[config.mk]
export PLATFORM = sky130hd
export DESIGN_NAME = seg7_rx_monitor
export DESIGN_NICKNAME = d
export VERILOG_FILES = /design/src/rtl/seg7_pkg.sv /design/src/rtl/seg7_stable_filter.sv /design/src/rtl/seg7_rx_monitor.sv
export SDC_FILE = /design/constraint.sdc
export NUM_CORES = 1
export LEC_CHECK = 0
export BUFFER_PORTS_ARGS = -buffer_cell sky130_fd_sc_hd__buf_2
export CELL_PAD_IN_SITES_DETAIL_PLACEMENT = 0
export CELL_PAD_IN_SITES_GLOBAL_PLACEMENT = 1
export CORE_ASPECT_RATIO = 1.75
export CORE_UTILIZATION = 47
export DETAILED_ROUTE_END_ITERATION = 12
export HOLD_SLACK_MARGIN = 0.05
export PLACE_DENSITY_LB_ADDON = 0.1
export SYNTH_ARGS = -nofsm -noshare
export SYNTH_HDL_FRONTEND = slang
export SYNTH_SLANG_ARGS = --single-unit
[constraint.sdc]
create_clock -name clk -period 3.3 [get_ports clk]
set_input_delay 0.66 -clock clk [delete_from_list [all_inputs] [get_ports clk]]
set_output_delay 0.66 -clock clk [all_outputs]
set_load 0.02 [all_outputs]
[src/rtl/seg7_pkg.sv]
// seg7_pkg: segment patterns, monitor states and pattern decode
package seg7_pkg;
  localparam logic [6:0] SEG_BLANK = 7'h7F;
  localparam logic [6:0] SEG_0 = 7'b0000001;
  localparam logic [6:0] SEG_1 = 7'b1001111;
  localparam logic [6:0] SEG_2 = 7'b0010010;
  localparam logic [6:0] SEG_3 = 7'b0000110;
  localparam logic [6:0] SEG_4 = 7'b1001100;
  localparam logic [6:0] SEG_5 = 7'b0100100;
  localparam logic [6:0] SEG_6 = 7'b0100000;
  localparam logic [6:0] SEG_7 = 7'b0001111;
  localparam logic [6:0] SEG_8 = 7'b0000000;
  localparam logic [6:0] SEG_9 = 7'b0000100;
  typedef enum logic [1:0] {UNLOCKED, LOCKED, STALLED} state_t;
  // returns {valid, blank, digit}
  function automatic logic [5:0] seg7_decode(input logic [6:0] p);
    case (p)
      SEG_0: return 6'b10_0000;
      SEG_1: return 6'b10_0001;
      SEG_2: return 6'b10_0010;
      SEG_3: return 6'b10_0011;
      SEG_4: return 6'b10_0100;
      SEG_5: return 6'b10_0101;
      SEG_6: return 6'b10_0110;
      SEG_7: return 6'b10_0111;
      SEG_8: return 6'b10_1000;
      SEG_9: return 6'b10_1001;
      SEG_BLANK: return 6'b01_1111;
      default: return 6'b00_1111;
    endcase
  endfunction
endpackage

[src/rtl/seg7_stable_filter.sv]
// seg7_stable_filter: synchronizes segment lines and strobes each newly stable pattern once
module seg7_stable_filter #(
  parameter int STABLE_CYCLES = 1000
) (
  input  logic       clk,
  input  logic       rst_n,
  input  logic [6:0] seg_in,
  output logic [6:0] pattern,
  output logic       strobe
);
  localparam int SW = $clog2(STABLE_CYCLES + 1);
  logic [6:0] s1, seg_s, cand, accepted;
  logic [SW-1:0] stab_cnt;
  logic full;
  assign full = stab_cnt == SW'(STABLE_CYCLES - 1);
  assign strobe = full && seg_s == cand && cand != accepted;
  assign pattern = cand;
  always_ff @(posedge clk or negedge rst_n) begin
    if (!rst_n) begin
      s1 <= 7'h7F;
      seg_s <= 7'h7F;
      cand <= 7'h7F;
      accepted <= 7'h7F;
      stab_cnt <= '0;
    end else begin
      s1 <= seg_in;
      seg_s <= s1;
      if (seg_s != cand) begin
        cand <= seg_s;
        stab_cnt <= '0;
      end else if (!full) stab_cnt <= stab_cnt + 1'b1;
      if (strobe) accepted <= cand;
    end
  end
endmodule

[src/rtl/seg7_rx_monitor.sv]
// seg7_rx_monitor: decodes filtered 7-segment patterns and checks the decade count sequence
module seg7_rx_monitor import seg7_pkg::*; #(
  parameter int STABLE_CYCLES = 1000,
  parameter int TIMEOUT_CYCLES = 40000000,
  parameter int CNT_W = 16
) (
  input  logic             clk,
  input  logic             rst_n,
  input  logic [6:0]       seg_in,
  input  logic             clr_err,
  output logic [3:0]       digit,
  output logic             digit_valid,
  output logic             pattern_err,
  output logic             seq_err,
  output logic             locked,
  output logic             stalled,
  output logic [CNT_W-1:0] err_count
);
  localparam int TW = $clog2(TIMEOUT_CYCLES + 1);
  logic [6:0] pattern;
  logic strobe, seq_bad, err_inc;
  logic [5:0] dec;
  logic [3:0] nxt;
  logic [TW-1:0] to_cnt;
  state_t state;
  seg7_stable_filter #(.STABLE_CYCLES(STABLE_CYCLES)) u_filter (
    .clk(clk), .rst_n(rst_n), .seg_in(seg_in), .pattern(pattern), .strobe(strobe)
  );
  always_comb begin
    dec = seg7_decode(pattern);
    nxt = digit == 4'd9 ? 4'd0 : digit + 4'd1;
    seq_bad = state != UNLOCKED && dec[3:0] != nxt;
    err_inc = strobe && (dec[5] ? seq_bad : !dec[4]);
  end
  always_ff @(posedge clk or negedge rst_n) begin
    if (!rst_n) begin
      state <= UNLOCKED;
      digit <= 4'hF;
      digit_valid <= 1'b0;
      pattern_err <= 1'b0;
      seq_err <= 1'b0;
      locked <= 1'b0;
      stalled <= 1'b0;
      to_cnt <= '0;
      err_count <= '0;
    end else begin
      digit_valid <= strobe && dec[5];
      pattern_err <= strobe && !dec[5] && !dec[4];
      seq_err <= strobe && dec[5] && seq_bad;
      locked <= state != UNLOCKED;
      stalled <= state == STALLED;
      to_cnt <= (strobe || state == UNLOCKED) ? '0 : to_cnt + 1'b1;
      if (strobe) begin
        digit <= dec[5] ? dec[3:0] : 4'hF;
        state <= dec[5] ? LOCKED : UNLOCKED;
      end else if (state == LOCKED && to_cnt == TW'(TIMEOUT_CYCLES - 1)) state <= STALLED;
      err_count <= clr_err ? '0 : (err_inc && !(&err_count)) ? err_count + 1'b1 : err_count;
    end
  end
endmodule

After elaboration in Yosys (flattened, before gate mapping)
Cells that the tools add are included.
{ "totals": {"out_inout_bits": 25, "in_bits": 10, "register_bits": 91} }
{ "classes": {"addsub": 4, "n_mux": 12, "n_reduce_logical": 20, "eq_ne": 20} }
{ "ops": {"columns": ["op", "count"], "rows": [
  ["6-bit case mux with 11 select lines", 1],
  ["16-bit two-way mux", 2],
  ["26-bit by 1-bit adder with 26-bit output (second input constant)", 1],
  ["26-bit equality test (second input constant)", 1],
  ["26-bit two-way mux", 1],
  ["7-bit equality test (second input constant)", 3],
  ["10-bit two-way mux", 2],
  ["16-bit by 1-bit adder with 16-bit output (second input constant)", 1],
  ["16-bit AND reduction", 1],
  ["7-bit by 3-bit equality test with 1-bit output (second input constant)", 2],
  ["7-bit by 6-bit equality test with 1-bit output (second input constant)", 2],
  ["7-bit != test", 2],
  ["10-bit by 1-bit adder with 10-bit output (second input constant)", 1],
  ["10-bit equality test (second input constant)", 1],
  ["1-bit logical AND", 10],
  ["4-bit two-way mux", 2],
  ["7-bit by 1-bit equality test with 1-bit output (second input constant)", 1],
  ["7-bit by 4-bit equality test with 1-bit output (second input constant)", 1],
  ["7-bit by 5-bit equality test with 1-bit output (second input constant)", 1],
  ["7-bit equality test", 1],
  ["7-bit zero test", 1],
  ["2-bit nonzero test", 3],
  ["4-bit by 1-bit adder with 4-bit output (second input constant)", 1],
  ["4-bit equality test (second input constant)", 1],
  ["9 further kinds", 13]
]} }

Longest topological paths before layout
{ "depth": {"depth_word": 9, "ltp_mapped": 12, "depth_no_buf": 9} }

Cells and area by module
Synthesis repeated with hierarchy kept, for this count alone.
{ "unflattened": {"cells_unflattened": 424, "area_unflattened_um2": 4385.5} }
{ "modules_own_cells": {"columns": ["module", "n_inst", "area_per_inst_um2", "cells_each"], "rows": [
  ["seg7_rx_monitor", 1, 2884.0, 312],
  ["seg7_stable_filter", 1, 1501.4, 112]
]} }

Least setup slack after synthesis
OpenSTA, ideal clock, no wires.
{ "synth_path": {"path_kind": "register to register", "from": "register u_filter.cand[3], in the netlist u_filter.pattern[3]", "to": "register err_count[1]", "path_stages_with_launch": 12, "n_path_buf": 4, "path_slack_ps": 385, "arrival_time_ps": 2784, "synth_period_minus_slack_ps": 2915, "setup_ps": 132, "path_cell_list": "dfstp_2 > buf_6 > or3_1 > clkbuf_1 > a221o_1 > or4_1 > a32o_1 > a221oi_4 > buf_6 > buf_8 > mux2i_1 > nor2_1"} }
{ "synth_between": {"elab_chain_len": 8} }
{ "synth_lines": {"columns": ["element", "line", "text"], "rows": [
  ["start, declared", "seg7_stable_filter.sv:12", "logic [6:0] s1, seg_s, cand, accepted;"],
  ["start signal, assigned", "seg7_stable_filter.sv:29", "cand <= seg_s;"],
  ["7-bit equality test, or another cell as far along", "seg7_pkg.sv:17", "case (p)"],
  ["6-bit case mux with 11 select lines", "seg7_pkg.sv:17", null],
  ["4-bit != test", "seg7_rx_monitor.sv:32", "seq_bad = state != UNLOCKED && dec[3:0] != nxt;"],
  ["1-bit logical AND", "seg7_rx_monitor.sv:32", null],
  ["1-bit two-way mux", "seg7_rx_monitor.sv:33", "err_inc = strobe && (dec[5] ? seq_bad : !dec[4]);"],
  ["1-bit logical AND *", "seg7_rx_monitor.sv:33", null],
  ["1-bit logical AND *", "seg7_rx_monitor.sv:57", "err_count <= clr_err ? '0 : (err_inc && !(&err_count)) ? err_count + 1'b1 : err_count;"],
  ["2-bit nonzero test (no line) *", null, null],
  ["end signal, assigned", "seg7_rx_monitor.sv:57", null],
  ["end, declared", "seg7_rx_monitor.sv:17", "output logic [CNT_W-1:0] err_count"]
]} }
Every way passes the cells marked *; elsewhere a longest branch is shown, timed or not.
A chain may end at the register's enable or synchronous reset.

Worst setup path in the final report
{ "layout_path": {"from": "register u_filter.cand[6], in the netlist u_filter.pattern[6]", "to": "register err_count[5]"} }
The elaborated chain is that of the path after synthesis.

==> results.md <==
Floorplan:
- For this configuration, the core starts out at a cell density of 0.484.
- The standard-cell row count is 46.
- The number of ports placed on the die boundary is 35.
- The floorplan step defined a core boundary enclosing a little over 9000 sq um.
- In this run the vertical extent of the chip is ~130 microns.
- The x dimension of the die is 75.2 microns.
- The die covers 9770 sq um.

STA:
- Measured against its own limit, the worst slew margin works out to 0.367.
- Setup repair after global routing left no endpoint under its margin.
- The final critical-path share of the clock period is 0.934.
- Hold is met by 0.356 ns.
- The number of slew-limit violations in the final report is 0.
- The shortest period the worst path allows is 3.08 ns.
- Setup violations remaining at the end of the flow were counted as 0.
- The actual slew at the worst max-slew pin is 0.950 ns.
- In the final timing run, aggregate negative setup slack is 0 ns.
- Clock skew on the completed layout was measured at 0.00963 ns.
- The maximum operating frequency is about 320 MHz.
- The final hold violation count is 0.

Yosys:
- The count of distinct cell types in the synthesized netlist is 50.
- After synthesis, the most frequently instantiated cells are sky130_fd_sc_hd__dfrtp_1, sky130_fd_sc_hd__nor2_1, sky130_fd_sc_hd__dfstp_2.
- The number of warnings printed during yosys synthesis is 0.
- The most common cell in the synthesized netlist is sky130_fd_sc_hd__dfrtp_1.
- The top cell type's share of synthesized area is 0.335.
- Counting every net in the synthesized netlist gives roughly 450.
- The portion of the post-synthesis area used by sequential elements is 0.526.
- The synthesis-stage register bit count is about 90.
- The proportion of register bits with asynchronous set or reset after synthesis is 1.00.
- The mapped cell area is ~4400 sq um.
- Among all flip-flop cells after synthesis, the most frequent one is sky130_fd_sc_hd__dfrtp_1.
- Of all cell types, the one taking the most synthesized area is sky130_fd_sc_hd__dfrtp_1.
- A synthesized cell averages 10.2 sq um.
- Counting every instance in the synthesized netlist gives 432.
- Sorting the synthesized cells by area gives the leading types as sky130_fd_sc_hd__dfrtp_1, sky130_fd_sc_hd__dfstp_2, sky130_fd_sc_hd__nor2_1.
- The number of enable flip-flop cells after synthesis is 0.

Drt:
- Dividing the detail-routed via count by the number of cells gives 5.47.
- After detailed routing, the total wire length is 9.20 mm.
- The length of the first detailed-routing pass in iterations is 4.
- In this run the remaining antenna-violating nets after routing total 0.
- The via count is 3193.
- For this run, design rule violations remaining after detail routing come to 0.
- The first routing iteration left 132 violations.
- The routed wire length per instance is 15.8 microns.

Pwr:
- The share of total power dissipated in the clock network is 0.450.
- The analysis attributes to net switching a power of 0.496 mW.
- The internal portion of the total power is 1.73 mW.
- The power density over the cells is between 400 and 500 nW/um^2.
- Of the total power, the share spent switching nets is 0.223.
- The register share of total power is 0.523.
- The analysis attributes to cell leakage a power of 2.02 nW.
- Overall power consumption after layout is estimated at 2.22 mW.
- The worst voltage drop across the vdd grid is approximately 310 uV.
- Of the total power, combinational logic draws 0.028.

CTS:
- The clock passes through at most 2 buffers.
- The number of sinks driven by the clock tree is 91.
- The TritonCTS clock tree is built.
- The post-cts resize count is 0.
- TritonCTS created 9 clock buffers.
- The number of post-CTS setup repair buffers is 0.
- Buffers inserted to repair hold after CTS numbered 0.
- In this run the number of H-tree levels came out at 3.
- The clock reaches the later pin of the worst-skew pair after 0.34 ns.
- The clock root buffer master is sky130_fd_sc_hd__clkbuf_16.
- The clock transition at the register clock pins on the worst setup and hold paths after CTS is 0.07 ns.

Cells and area:
- The share of the core filled with cells in the final layout is 0.545.
- In the final layout, the share of cells above drive strength 1 is 0.224.
- The final layout contains 472 nets.
- The number of filler cells placed in the layout is 865.
- Once layout is done, the placed cells without fillers occupy 4950 sq um.
- From synthesis to final layout, the design area changed by 12.5%.
- The antenna diode count is 0.

Global route:
- The routing layer with the top usage in global route is met2.
- For met3 alone, demand over resource in global routing was 0.0371.
- The routing usage on met1 is 0.222.
- The number of global-route vias before repair was about 3100.
- The met2 demand-to-capacity share in global routing is 0.397.
- After global routing the overflow that remains totals 0.
- The number of antenna violations at the first check in global routing was 0.
- Entering global routing, the biggest net connects 74 pins.
- The overall track demand over capacity in global routing is 0.209.
- The first global-routing pass estimated 15.1 mm of wire.

Critical path:
- The path depth of the worst reg2reg path is 9.
- The data required time at the worst endpoint is 3.53 ns.
- The endpoint type of the worst setup path is a flop.
- Traced cell by cell, the critical path runs through and3b_1 > o21a_1 > nor4_1 > and3b_1 > o21ai_1 > a221oi_4 > buf_4 > nor3_1 > mux2_2.
- The setup check on the worst reg-to-reg path leaves a slack of 0.22 ns.
- The type of the worst setup path is flop to flop.
- The worst setup path is launched from a flop.
- In this design, the stage delay of the slowest critical-path cell is between 0.6 and 0.7 ns.
- For this design, the slowest cell found on the critical path is sky130_fd_sc_hd__dfstp_2.
- In this run the worst path has a maximum fanout of 28.
- The data arrival time of the worst path is 3.31 ns.
- The cell repeated most along the worst path is sky130_fd_sc_hd__and3b_1.

Place:
- Detailed placement ended at an HPWL of around 6.5 mm.
- The post-placement cell area is approximately 4700 sq um.
- Routability-driven placement finished with a final weighted congestion of 0.738.
- Port buffering added 34 buffers.

Run status:
- The run finished with clean final reports.

Job:
- The number of max-cap violations is 0.

Worst hold path:
- The instance count along the most critical hold path is 0.
- The min-delay analysis places its worst path in the category flop to flop.
==> routing by layer <==
metal / up-vias / wire length [microns]
li1: 1571 / -
met1: 1573 / 3670
met2: 39 / 5230
met3: 10 / 183
met4: 0 / 122
met5: - / 0
==> power by group through the flow <==
stage	clock (mW)	combinational (mW)	sequential (mW)
final	0.999	0.0616	1.16
after global routing	1.07	0.0721	1.16
after CTS	1.03	0.0640	1.16
after detailed placement	0	0.0638	1.18
after global placement	0	0.0633	1.18
after floorplan	0	0.0436	1.16
==> registers in the layout, summed over array words and instances, names as in the netlist <==
name	flops
err_count	16
digit_valid	1
u_filter.pattern	7
u_filter.stab_cnt	10
seq_err	1
digit	4
u_filter.s1	7
stalled	1
u_filter.seg_s	7
state	2
u_filter.accepted	7
locked	1
pattern_err	1
to_cnt	26
==> final cells by class <==
type	instances	area, sq um	share of cell area
clock buffers	11	254	0.0513
multi-input cells	307	1930	0.389
repair buffers	42	233	0.0470
inverters	8	30.0	0.00606
well taps	120	150	0.0303
flip-flops and latches	91	2320	0.468
clock inverters	5	40.0	0.00808
==> worst max-delay path, delay by kind of cell (launching register included) <==
family	cells	cell delay [ns]
and+or+nand+nor	4	1.22
DFF	1	0.61
AOI/OAI and AO/OA	3	0.57
muxes	1	0.35
buffers and inverters	1	0.23
==> kinds of logic after synthesis <==
logic type               count (synthesis)  share of synthesized area
AND/OR/NAND/NOR                        191                      0.230
flip-flops                              91                      0.526
AO/OA/AOI/OAI                           54                     0.0750
XOR/XNOR                                46                     0.0915
buffers and inverters                   34                     0.0358
multiplexers                            13                     0.0324
adder cells (fa/ha/maj)                  3                    0.00853
==> metrics by stage <==
stage | std cells | setup slack [ns]
finish | 584 | 0.218
global route | 584 | 0.00706
CTS | 584 | 0.252
detailed placement | 568 | 0.252
global placement | 568 | 0.340
floorplan | 432 | 0.385
==> cells in the final DEF (no fill, tap or decap), types with 2 or more instances in the layout <==
cell type / Yosys / layout
sky130_fd_sc_hd__o21ai_0: 9 / 9
sky130_fd_sc_hd__inv_6: 0 / 2
sky130_fd_sc_hd__nor4_1: 5 / 5
sky130_fd_sc_hd__o21ai_1: 9 / 9
sky130_fd_sc_hd__dfrtp_1: 59 / 59
sky130_fd_sc_hd__and4_1: 5 / 5
sky130_fd_sc_hd__a211oi_1: 2 / 2
sky130_fd_sc_hd__a31oi_1: 3 / 3
sky130_fd_sc_hd__nand3_1: 26 / 26
sky130_fd_sc_hd__a21oi_1: 21 / 21
sky130_fd_sc_hd__nand2_1: 21 / 21
sky130_fd_sc_hd__ha_1: 3 / 3
sky130_fd_sc_hd__buf_2: 3 / 33
sky130_fd_sc_hd__or4_1: 5 / 5
sky130_fd_sc_hd__xnor2_1: 24 / 24
sky130_fd_sc_hd__clkbuf_16: 0 / 10
sky130_fd_sc_hd__buf_4: 0 / 9
sky130_fd_sc_hd__nand4_1: 14 / 14
sky130_fd_sc_hd__nand2b_1: 3 / 3
sky130_fd_sc_hd__nor2_1: 57 / 57
sky130_fd_sc_hd__and3_1: 9 / 9
sky130_fd_sc_hd__nor3_1: 5 / 5
sky130_fd_sc_hd__and3b_1: 2 / 2
sky130_fd_sc_hd__mux2i_1: 3 / 3
sky130_fd_sc_hd__dfstp_2: 32 / 32
sky130_fd_sc_hd__nor4bb_1: 2 / 2
sky130_fd_sc_hd__xor2_1: 22 / 22
sky130_fd_sc_hd__nand3b_1: 3 / 3
sky130_fd_sc_hd__inv_1: 8 / 8
sky130_fd_sc_hd__nor3b_1: 3 / 3
sky130_fd_sc_hd__o21a_1: 2 / 2
sky130_fd_sc_hd__mux2_2: 10 / 10
sky130_fd_sc_hd__or3_1: 18 / 18
sky130_fd_sc_hd__nor2b_1: 6 / 6
==> worst paths after layout <==
kind	start	to
min in group asynchronous	rst_n	pattern_err
min	u_filter.s1[1]	u_filter.seg_s[1]
max in group asynchronous	rst_n	u_filter.pattern[4]
max	u_filter.pattern[6]	err_count[5]
min reg2reg	u_filter.s1[1]	u_filter.seg_s[1]
max reg2reg	u_filter.pattern[6]	err_count[5]
No activity file was read; power rests on OpenSTA's default activity.
